`config.mk`:
```
export PLATFORM = sky130hd
export DESIGN_NAME = alu_issue_stage_flat
export DESIGN_NICKNAME = d
export VERILOG_FILES = /design/src/rtl/alu_pkg.sv /design/src/rtl/alu_issue_stage_if.sv /design/src/rtl/alu_regfile.sv /design/src/rtl/alu_issue_stage.sv /design/src/flat_wrapper.sv
export SDC_FILE = /design/constraint.sdc
export NUM_CORES = 1
export LEC_CHECK = 0
export CORE_ASPECT_RATIO = 0.7
export CORE_MARGIN = 10
export CORE_UTILIZATION = 55
export CTS_CLUSTER_SIZE = 24
export DETAILED_ROUTE_END_ITERATION = 12
export PLACE_DENSITY = 0.71
export REMOVE_ABC_BUFFERS = 1
export SYNTH_ARGS = -nofsm -noshare
export SYNTH_HDL_FRONTEND = slang
export SYNTH_HIERARCHICAL = 1
export SYNTH_SLANG_ARGS = --single-unit
```
`constraint.sdc`:
```
create_clock -name Clk -period 7 [get_ports Clk]
set_input_delay 0.7 -clock Clk [delete_from_list [all_inputs] [get_ports Clk]]
set_output_delay 0.7 -clock Clk [all_outputs]
set_load 0.02 [all_outputs]
```
`src/rtl/alu_pkg.sv`:
```
// Shared constants, opcode map and decode helpers for the alu issue stage.
package alu_pkg;

    localparam int NREG = 16;
    localparam int DW   = 32;
    localparam int AW   = $clog2(NREG);

    localparam logic [3:0] OP_ADD  = 4'b0000;
    localparam logic [3:0] OP_SUB  = 4'b0001;
    localparam logic [3:0] OP_MUL  = 4'b0010;
    localparam logic [3:0] OP_OR   = 4'b0011;
    localparam logic [3:0] OP_AND  = 4'b0100;
    localparam logic [3:0] OP_XOR  = 4'b0101;
    localparam logic [3:0] OP_MOVI = 4'b0110;
    localparam logic [3:0] OP_MOV  = 4'b0111;
    localparam logic [3:0] OP_CMP  = 4'b1011;
    localparam logic [3:0] OP_LDR  = 4'b1101;
    localparam logic [3:0] OP_STR  = 4'b1110;

    // Instruction field LSB positions
    localparam int COND_LSB = 28;
    localparam int OPC_LSB  = 24;
    localparam int S_BIT    = 23;
    localparam int SRC_LSB  = 20;
    localparam int RD_LSB   = 16;
    localparam int RN_LSB   = 12;
    localparam int RM_LSB   = 8;
    localparam int SRB_LSB  = 3;

    typedef enum logic {
        ST_EMPTY = 1'b0,
        ST_FULL  = 1'b1
    } state_e;

    typedef struct packed {
        logic [DW-1:0] in1;
        logic [DW-1:0] in2;
        logic [3:0]    opcode;
        logic [3:0]    cond;
        logic          s;
        logic [2:0]    sr_cont;
        logic [4:0]    sr_bit;
        logic [15:0]   immediate;
        logic [AW-1:0] rd;
        logic          illegal;
    } bundle_t;

    function automatic logic is_legal(input logic [3:0] op);
        return op inside {OP_ADD, OP_SUB, OP_MUL, OP_OR, OP_AND, OP_XOR,
                          OP_MOVI, OP_MOV, OP_CMP, OP_LDR, OP_STR};
    endfunction

    function automatic logic is_writer(input logic [3:0] op);
        return is_legal(op) && !(op inside {OP_CMP, OP_STR});
    endfunction

    function automatic logic uses_rn(input logic [3:0] op);
        return is_legal(op) && (op != OP_MOVI);
    endfunction

    function automatic logic uses_rm(input logic [3:0] op);
        return is_legal(op) && !(op inside {OP_MOVI, OP_MOV, OP_LDR});
    endfunction

endpackage

```
`src/rtl/alu_issue_stage_if.sv`:
```
// Instruction, operand-bundle and writeback signals between the issue stage and its neighbours.
interface alu_issue_stage_if;
    import alu_pkg::*;

    logic [31:0]   Instr;
    logic          Instr_Valid;
    logic          Instr_Ready;
    logic [DW-1:0] In1;
    logic [DW-1:0] In2;
    logic [3:0]    Opcode;
    logic [3:0]    Cond;
    logic          S;
    logic [2:0]    SR_Cont;
    logic [4:0]    SR_Bit;
    logic [15:0]   Immediate;
    logic [AW-1:0] Rd;
    logic          Illegal;
    logic          Out_Valid;
    logic          Out_Ready;
    logic          Wb_En;
    logic [AW-1:0] Wb_Addr;
    logic [DW-1:0] Wb_Data;

    modport master (
        output Instr, Instr_Valid, Out_Ready, Wb_En, Wb_Addr, Wb_Data,
        input  Instr_Ready, In1, In2, Opcode, Cond, S, SR_Cont, SR_Bit,
               Immediate, Rd, Illegal, Out_Valid
    );

    modport slave (
        input  Instr, Instr_Valid, Out_Ready, Wb_En, Wb_Addr, Wb_Data,
        output Instr_Ready, In1, In2, Opcode, Cond, S, SR_Cont, SR_Bit,
               Immediate, Rd, Illegal, Out_Valid
    );

endinterface

```
`src/rtl/alu_regfile.sv`:
```
// NREG x DW register file: two asynchronous read ports, one write port, cleared on reset.
module alu_regfile
    import alu_pkg::*;
(
    input  logic          clk,
    input  logic          rst_n,
    input  logic [AW-1:0] ra_addr,
    input  logic [AW-1:0] rb_addr,
    output logic [DW-1:0] ra_data,
    output logic [DW-1:0] rb_data,
    input  logic          we,
    input  logic [AW-1:0] wa,
    input  logic [DW-1:0] wd
);

    logic [DW-1:0] mem_q [NREG];
    logic [DW-1:0] mem_d [NREG];

    always_comb begin
        mem_d = mem_q;
        if (we) mem_d[wa] = wd;
    end

    // NOTE: the array is flop-based and must read as zero after reset, so every entry is
    // cleared here; a RAM macro could not offer this and would need an init sequence.
    always_ff @(posedge clk or negedge rst_n) begin
        if (!rst_n) begin
            for (int i = 0; i < NREG; i++) mem_q[i] <= '0;
        end else begin
            mem_q <= mem_d;
        end
    end

    assign ra_data = mem_q[ra_addr];
    assign rb_data = mem_q[rb_addr];

endmodule

```
`src/rtl/alu_issue_stage.sv`:
```
// Decode/operand-issue stage: scoreboarded register reads into a one-deep output register.
// Optional macro BYPASS_EN forwards same-cycle writeback data and relieves the matching hazard.
module alu_issue_stage
    import alu_pkg::*;
(
    input  logic             Clk,
    input  logic             Rst_n,
    alu_issue_stage_if.slave bus
);

    logic [3:0]    op;
    logic [AW-1:0] rn, rm, rd;
    logic          use_rn, use_rm;
    logic [DW-1:0] rf_rn, rf_rm;
    logic [DW-1:0] rn_val, rm_val;
    logic          rn_busy, rm_busy;
    logic          hazard, ready, issue;

    state_e         state_q, state_d;
    bundle_t        out_q, out_d;
    logic [NREG-1:0] pending_q, pending_d;

    assign op     = bus.Instr[OPC_LSB +: 4];
    assign rn     = bus.Instr[RN_LSB +: AW];
    assign rm     = bus.Instr[RM_LSB +: AW];
    assign rd     = bus.Instr[RD_LSB +: AW];
    assign use_rn = uses_rn(op);
    assign use_rm = uses_rm(op);

    alu_regfile u_regfile (
        .clk     (Clk),
        .rst_n   (Rst_n),
        .ra_addr (rn),
        .rb_addr (rm),
        .ra_data (rf_rn),
        .rb_data (rf_rm),
        .we      (bus.Wb_En),
        .wa      (bus.Wb_Addr),
        .wd      (bus.Wb_Data)
    );

`ifdef BYPASS_EN
    logic wb_hit_rn, wb_hit_rm;
    assign wb_hit_rn = bus.Wb_En && (bus.Wb_Addr == rn);
    assign wb_hit_rm = bus.Wb_En && (bus.Wb_Addr == rm);
    assign rn_busy   = pending_q[rn] && !wb_hit_rn;
    assign rm_busy   = pending_q[rm] && !wb_hit_rm;
    assign rn_val    = wb_hit_rn ? bus.Wb_Data : rf_rn;
    assign rm_val    = wb_hit_rm ? bus.Wb_Data : rf_rm;
`else
    assign rn_busy = pending_q[rn];
    assign rm_busy = pending_q[rm];
    assign rn_val  = rf_rn;
    assign rm_val  = rf_rm;
`endif

    assign hazard = bus.Instr_Valid && ((use_rn && rn_busy) || (use_rm && rm_busy));
    assign ready  = ((state_q == ST_EMPTY) || bus.Out_Ready) && !hazard;
    assign issue  = bus.Instr_Valid && ready;

    // NOTE: every variable gets its hold value first so no path leaves it unassigned
    // (no latch), and blocking '=' lets the later writeback/issue lines override it.
    always_comb begin
        state_d   = state_q;
        out_d     = out_q;
        pending_d = pending_q;

        if (bus.Wb_En) pending_d[bus.Wb_Addr] = 1'b0;

        if (issue) begin
            state_d         = ST_FULL;
            out_d.in1       = use_rn ? rn_val : '0;
            out_d.in2       = use_rm ? rm_val : '0;
            out_d.opcode    = op;
            out_d.cond      = bus.Instr[COND_LSB +: 4];
            out_d.s         = bus.Instr[S_BIT];
            out_d.sr_cont   = bus.Instr[SRC_LSB +: 3];
            out_d.sr_bit    = bus.Instr[SRB_LSB +: 5];
            out_d.immediate = bus.Instr[15:0];
            out_d.rd        = rd;
            out_d.illegal   = !is_legal(op);
            // Set after the writeback clear so a same-cycle issue to that register wins
            if (is_writer(op)) pending_d[rd] = 1'b1;
        end else if (bus.Out_Ready) begin
            state_d = ST_EMPTY;
        end
    end

    always_ff @(posedge Clk or negedge Rst_n) begin
        if (!Rst_n) begin
            state_q   <= ST_EMPTY;
            out_q     <= '0;
            pending_q <= '0;
        end else begin
            state_q   <= state_d;
            out_q     <= out_d;
            pending_q <= pending_d;
        end
    end

    assign bus.Instr_Ready = ready;
    assign bus.Out_Valid   = (state_q == ST_FULL);
    assign bus.In1         = out_q.in1;
    assign bus.In2         = out_q.in2;
    assign bus.Opcode      = out_q.opcode;
    assign bus.Cond        = out_q.cond;
    assign bus.S           = out_q.s;
    assign bus.SR_Cont     = out_q.sr_cont;
    assign bus.SR_Bit      = out_q.sr_bit;
    assign bus.Immediate   = out_q.immediate;
    assign bus.Rd          = out_q.rd;
    assign bus.Illegal     = out_q.illegal;

endmodule

```
`src/flat_wrapper.sv`:
```
// flat-port wrapper written by rule: the top's interface ports become plain ports
module alu_issue_stage_flat import alu_pkg::*;
  (Clk, Rst_n, bus_Instr, bus_Instr_Valid, bus_Out_Ready, bus_Wb_En, bus_Wb_Addr, bus_Wb_Data, bus_Instr_Ready, bus_In1, bus_In2, bus_Opcode, bus_Cond, bus_S, bus_SR_Cont, bus_SR_Bit, bus_Immediate, bus_Rd, bus_Illegal, bus_Out_Valid);
  alu_issue_stage_if bus_i ();
  input  logic Clk;
  input  logic Rst_n;
  input wire logic [$bits(bus_i.Instr)-1:0] bus_Instr;
  input wire logic [$bits(bus_i.Instr_Valid)-1:0] bus_Instr_Valid;
  input wire logic [$bits(bus_i.Out_Ready)-1:0] bus_Out_Ready;
  input wire logic [$bits(bus_i.Wb_En)-1:0] bus_Wb_En;
  input wire logic [$bits(bus_i.Wb_Addr)-1:0] bus_Wb_Addr;
  input wire logic [$bits(bus_i.Wb_Data)-1:0] bus_Wb_Data;
  output wire logic [$bits(bus_i.Instr_Ready)-1:0] bus_Instr_Ready;
  output wire logic [$bits(bus_i.In1)-1:0] bus_In1;
  output wire logic [$bits(bus_i.In2)-1:0] bus_In2;
  output wire logic [$bits(bus_i.Opcode)-1:0] bus_Opcode;
  output wire logic [$bits(bus_i.Cond)-1:0] bus_Cond;
  output wire logic [$bits(bus_i.S)-1:0] bus_S;
  output wire logic [$bits(bus_i.SR_Cont)-1:0] bus_SR_Cont;
  output wire logic [$bits(bus_i.SR_Bit)-1:0] bus_SR_Bit;
  output wire logic [$bits(bus_i.Immediate)-1:0] bus_Immediate;
  output wire logic [$bits(bus_i.Rd)-1:0] bus_Rd;
  output wire logic [$bits(bus_i.Illegal)-1:0] bus_Illegal;
  output wire logic [$bits(bus_i.Out_Valid)-1:0] bus_Out_Valid;
  assign bus_i.Instr = bus_Instr;
  assign bus_i.Instr_Valid = bus_Instr_Valid;
  assign bus_i.Out_Ready = bus_Out_Ready;
  assign bus_i.Wb_En = bus_Wb_En;
  assign bus_i.Wb_Addr = bus_Wb_Addr;
  assign bus_i.Wb_Data = bus_Wb_Data;
  assign bus_Instr_Ready = bus_i.Instr_Ready;
  assign bus_In1 = bus_i.In1;
  assign bus_In2 = bus_i.In2;
  assign bus_Opcode = bus_i.Opcode;
  assign bus_Cond = bus_i.Cond;
  assign bus_S = bus_i.S;
  assign bus_SR_Cont = bus_i.SR_Cont;
  assign bus_SR_Bit = bus_i.SR_Bit;
  assign bus_Immediate = bus_i.Immediate;
  assign bus_Rd = bus_i.Rd;
  assign bus_Illegal = bus_i.Illegal;
  assign bus_Out_Valid = bus_i.Out_Valid;
  alu_issue_stage u_core (.Clk(Clk), .Rst_n(Rst_n), .bus(bus_i));
endmodule
```
# Word level (Yosys, flattened, before mapping)
# Cells that the tools add are included.
# word_totals
register_bits	631
in_bits	73
output_inout_bits	104
wordCells	102
# op_classes
n_lt_le_gt_ge	10
eq_ne	11
n_mux	24
bitwise	7
reduce_logical	22
# ops
operator	count
$bwmux W512	1
$bmux W32 S4	2
$mux W32	7
$demux W32 S4	1
$mux W16	3
$lt A4 B5 Y1 const B	4
$and A16 B16 Y16	1
$eq A4 B3 Y1 const B	4
$not A16 Y16	1
$or A16 B16 Y16	1
$ge A5 B5 Y1 const B	3
$not A4 Y5	3
$eq A4 B4 Y1 const B	3
$logic_and A1 B1 Y1	11
$reduce_bool A11 Y1	1
$bmux W1 S4	2
$demux W1 S4	2
$eq A4 B2 Y1 const B	2
$ge A4 B1 Y1 const B	2
$mux W1	6
$lt A5 B1 Y1 const B	1
$eq A4 B1 Y1 const B	1
$logic_not A1 Y1	4
$logic_not A4 Y1	1
5 further kinds	7

# Depth between registers and ports, before layout
# logic_depth
word_depth	11
ltp_mapped	9
ltp_nobuf	6

# By module
# Netlist, hierarchy kept.
# modules_own_cells
mod	n_inst	cells_per_inst	area_per_inst_um2	seq_area_each_um2
alu_regfile	1	1675	26457.9	12812.3
alu_issue_stage	1	498	5297.6	2852.7

# Worst setup path before layout
# No wires, ideal clock.
# synth_timing
path_kind	input-to-output
start	input port bus_Instr[24]
end	output port bus_Instr_Ready
arrival_ns	2.388
required_ns	6.300
path_slack_ns	3.912
cell_stages	7
path_buffers	2
cell_sequence	buf_2 > maj3_2 > o22a_1 > a21boi_4 > clkbuf_1 > or2_2 > a2bb2oi_1
# synth_via
elab_chain_cells	9
word_cells_on_any_way	23
cone_classes	eq/ne (11); reduce/logical (12)
# synth_rtl
item	line	text
start: declaration	flat_wrapper.sv:7	input wire logic [$bits(bus_i.Instr)-1:0] bus_Instr;
$eq A4 B3 Y1 or $eq A4 B4 Y1 (tied branches)	alu_pkg.sv:49, alu_pkg.sv:62	
$reduce_bool A3 Y1	alu_pkg.sv:62	return is_legal(op) && !(op inside {OP_MOVI, OP_MOV, OP_LDR});
$logic_not A1 Y1	alu_pkg.sv:62	
$logic_and A1 B1 Y1	alu_pkg.sv:62	
$logic_and A1 B1 Y1	alu_issue_stage.sv:57	assign hazard = bus.Instr_Valid && ((use_rn && rn_busy) || (use_rm && rm_busy));
$logic_or A1 B1 Y1 (*)	alu_issue_stage.sv:57	
$logic_and A1 B1 Y1 (*)	alu_issue_stage.sv:57	
$logic_not A1 Y1 (*)	alu_issue_stage.sv:58	assign ready = ((state_q == ST_EMPTY) || bus.Out_Ready) && !hazard;
$logic_and A1 B1 Y1 (*)	alu_issue_stage.sv:58	
end: declaration	flat_wrapper.sv:13	output wire logic [$bits(bus_i.Instr_Ready)-1:0] bus_Instr_Ready;
# Mark *: on every way between the ends. The rest lies on a longest branch, timed or not.

# Worst setup path in the final report
# layout_timing
start	input port bus_Instr[27]
end	output port bus_Instr_Ready
# Same word-level chain as after synthesis.

==> summary.txt <==
Clock tree
  • CTS Hold Bufs: 0
  • Root Driver: clkbuf_16
  • CTS resizes: 0
  • CTS tree: built
  • TritonCTS buffer count: 60
  • # Post-CTS Setup Buffers: 0
  • Clock slew seen by the registers of the worst setup and hold paths: around 0.060 ns
  • Worst skew pair latency: roughly 0.62 ns
  • H-tree level count: 2
  • CTS sink count: approximately 630
  • CTS max path bufs: 3

Place
  • Routability cong.: about 0.8
  • DP HPWL: 50.4 mm
  • IO Port Bufs: 176

Worst setup path
  • Critical path's top delay family: compound AO/OA/AOI/OAI gates
  • Largest stage delay, worst path: slightly below 0.8 ns
  • CP Depth: 8
  • Worst reg-to-reg path cell count: 6
  • Setup CP Type: input pin to output pin
  • Crit path from: bus_Instr[27]
  • RR Endpoint: u_core/bus.Immediate[13]$_DFFE_PN0P_
  • Worst Path Buf+Inv: 2
  • Worst setup path endpoint: bus_Instr_Ready
  • Worst EP required: about 6.3 ns
  • Worst-path cell chain: clkdlybuf4s50_1 > mux2_2 > a22oi_2 > nand3_1 > o22ai_4 > or2_2 > a2bb2oi_1 > clkdlybuf4s50_1
  • Worst EP arrival: about 4.2 ns
  • Slowest-stage cell, CP: a22oi_2
  • Crit-path most repeated cell: clkdlybuf4s50_1
  • Crit-path max FO: 25
  • Worst Setup Start Kind: input pin
  • RR Startpoint: u_core/pending_q[9]$_DFF_PN0_
  • Worst Setup End Kind: output pin
  • Reg2reg setup slack: about 3.8 ns

Synthesis
  • Post-synth top cells: dfrtp_1 (626), mux2_2 (542), mux4_2 (256)
  • Cells after Synth: ~2200
  • Largest area contributor in the netlist: dfrtp_1
  • Yosys cell types: 43
  • Sequential-to-total area share from yosys stat: ~50%
  • Synth area leaders: dfrtp_1 (49%), mux2_2 (19%), mux4_2 (18%)
  • Cell with the most instances after synthesis: dfrtp_1
  • Post-synth EDFFs: 0
  • Top_reg_cell synth: dfrtp_1
  • Yosys top cell area share: slightly below 50%
  • Synthesized area: about 32000 um^2
  • Synth warn: 6
  • Syn_area_per_cell: roughly 15 um^2
  • Asr flop ratio synth: between 90% and 100%
  • Seq cells post-synth: around 630

Timing
  • Final period utilization: a little over two thirds
  • Final slew viol count: 0
  • Fin Setup TNS: 0 ns
  • Worst relative slew slack: about a fifth
  • RSZ-0062 raised after global routing: false
  • Setup violations, final: 0
  • Worst slew pin tran: 1.19 ns
  • Fin Hold WS: roughly 0.17 ns
  • Final min period: slightly below 5 ns
  • Max Clock Freq: just over 200 MHz
  • Worst clock skew: roughly 0.012 ns
  • Final Hold Viols: 0

Die
  • IO Pins: 177
  • Die Width: 307 um
  • Die ar.: 67900 um^2
  • Core Area: between 50000 and 60000 um^2
  • Row count: 73
  • Starting density of the core: a little under three fifths
  • Die height: between 200 and 250 um

Pwr
  • VDD IR max: 0.000191 V
  • Power per cell area: ~310 nW/um^2
  • LEAKAGE: between 10 and 15 nW

Detailed routing
  • Detailed Route WL: between 80 and 90 mm
  • Highest metal used: met4
  • Met3 wire len: around 6.5 mm
  • Initial DRC Count: about 2000
  • # DRC: 0
  • Drt wl/cell: slightly below 30 um
  • Initial DRT Pass Iterations: 5
  • Antenna-violating nets left: 0
  • Vias: between 20000 and 25000
  • M1 WL: roughly 36 mm
  • Metal2 WL: approximately 44 mm
  • Vias per inst: a little under 7

Global routing
  • GR Overflow Total: 0
  • GRT Overall Usage: approximately a quarter
  • Largest net degree at the start of global routing: between 150 and 200
  • First-pass GRT wire length: about 140 mm
  • Vias in the first global route: about 22000
  • Antenna violations before repair: 4

Layout
  • Area taken by multi-input logic gates: 15300 um^2
  • Nets@finish: roughly 2300
  • Synth-to-Final Area Change: 13.8%
  • Fillers: about 4200
  • Seq. cell area: between 15000 and 20000 um^2
  • Layout cell share with drive strength beyond 1: roughly 43%

Run
  • Number of max-cap violations: 0

Hold path
  • Hold crit path type: input pin to async pin

Status
  • Status: finished, final reports clean
stage by stage:
stage	power (mW)	std cells	worst slack [ns]	utilization [%]	area, um^2
floorplan	6.84	1956	0.612	-	30800
global placement	7.83	2931	2.10	59.8	34100
detailed placement	8.01	2931	2.04	59.8	34100
CTS	11.4	3037	2.04	63.4	36100
global route	11.9	3039	1.88	63.4	36100
finish	11.3	3041	2.06	63.4	36100
cell usage in the layout, fill, tap and decap left out, types with 5 or more instances in the layout:
master	synthesis	routed
buf_4	7	46
clkbuf_8	0	21
o31ai_1	78	78
clkdlybuf4s50_1	0	171
a22oi_1	131	130
mux2_2	542	542
clkbuf_1	123	13
nor2b_1	11	7
bufinv_16	0	5
dfrtp_1	626	626
nand2b_1	9	9
nand2_1	139	139
nor2_4	0	8
mux2i_1	14	14
nand3_1	5	5
clkbuf_16	0	61
o21ai_0	84	83
nor3_2	1	7
mux4_2	256	256
worst min path at each step:
stage | end | slack (ns) | start
finish | u_core/u_regfile/mem_q[115]$_DFFE_PN0P_ | 0.17 | Rst_n
global route | u_core/u_regfile/mem_q[115]$_DFFE_PN0P_ | 0.23 | Rst_n
CTS | u_core/u_regfile/mem_q[143]$_DFFE_PN0P_ | 0.18 | Rst_n
detailed placement | u_core/bus.Immediate[14]$_DFFE_PN0P_ | 0.49 | u_core/bus.Immediate[14]$_DFFE_PN0P_
global placement | u_core/bus.Immediate[14]$_DFFE_PN0P_ | 0.48 | u_core/bus.Immediate[14]$_DFFE_PN0P_
floorplan | u_core/bus.Cond[0]$_DFFE_PN0P_ | 0.40 | Rst_n
where the power goes:
| group | total, mW | internal (mW) | switching, mW |
|---|---|---|---|
| Clock | 3.38 | 1.98 | 1.40 |
| Combinational | 2.85 | 1.65 | 1.20 |
| Sequential | 5.12 | 4.49 | 0.634 |
metal layers:
layer	up-vias	global-route usage (%)
met3	168	4.62
met1	11000	34.9
met5	-	0
met4	0	7.50
li1	8506	-
met2	784	42.3
state kept, by name (all words and copies together) (netlist names):
signal                  flops
u_core/u_regfile/mem_q    512
u_core/bus.Opcode           4
u_core/bus.Illegal          1
u_core/bus.In2             32
u_core/bus.In1             32
u_core/bus.SR_Bit           4
u_core/bus.Cond             4
u_core/bus.Out_Valid        1
u_core/bus.S                1
u_core/bus.Rd               4
u_core/bus.Immediate       12
u_core/bus.SR_Cont          3
u_core/pending_q           16
final cells by class:
class                      count  area share [%]
tap                          750            2.60
timing repair buffer         225            6.04
multi-input combinational   1327            42.3
inverter                       3          0.0312
clock buffer                  94            5.12
sequential                   626            43.4
clock inverter                12           0.540
antenna                        4          0.0277
logic make-up after synthesis:
family / Yosys count / synth area share [%]
DFF: 626 / 49.3
buffers and inverters: 220 / 3.07
AOI/OAI and AO/OA: 307 / 6.73
adders and majority gates: 1 / 0.0355
xor gates and xnor gates: 1 / 0.0276
muxes: 816 / 38.0
and+or+nand+nor: 202 / 2.84
Note: power is estimated with default switching activity, not from simulation.
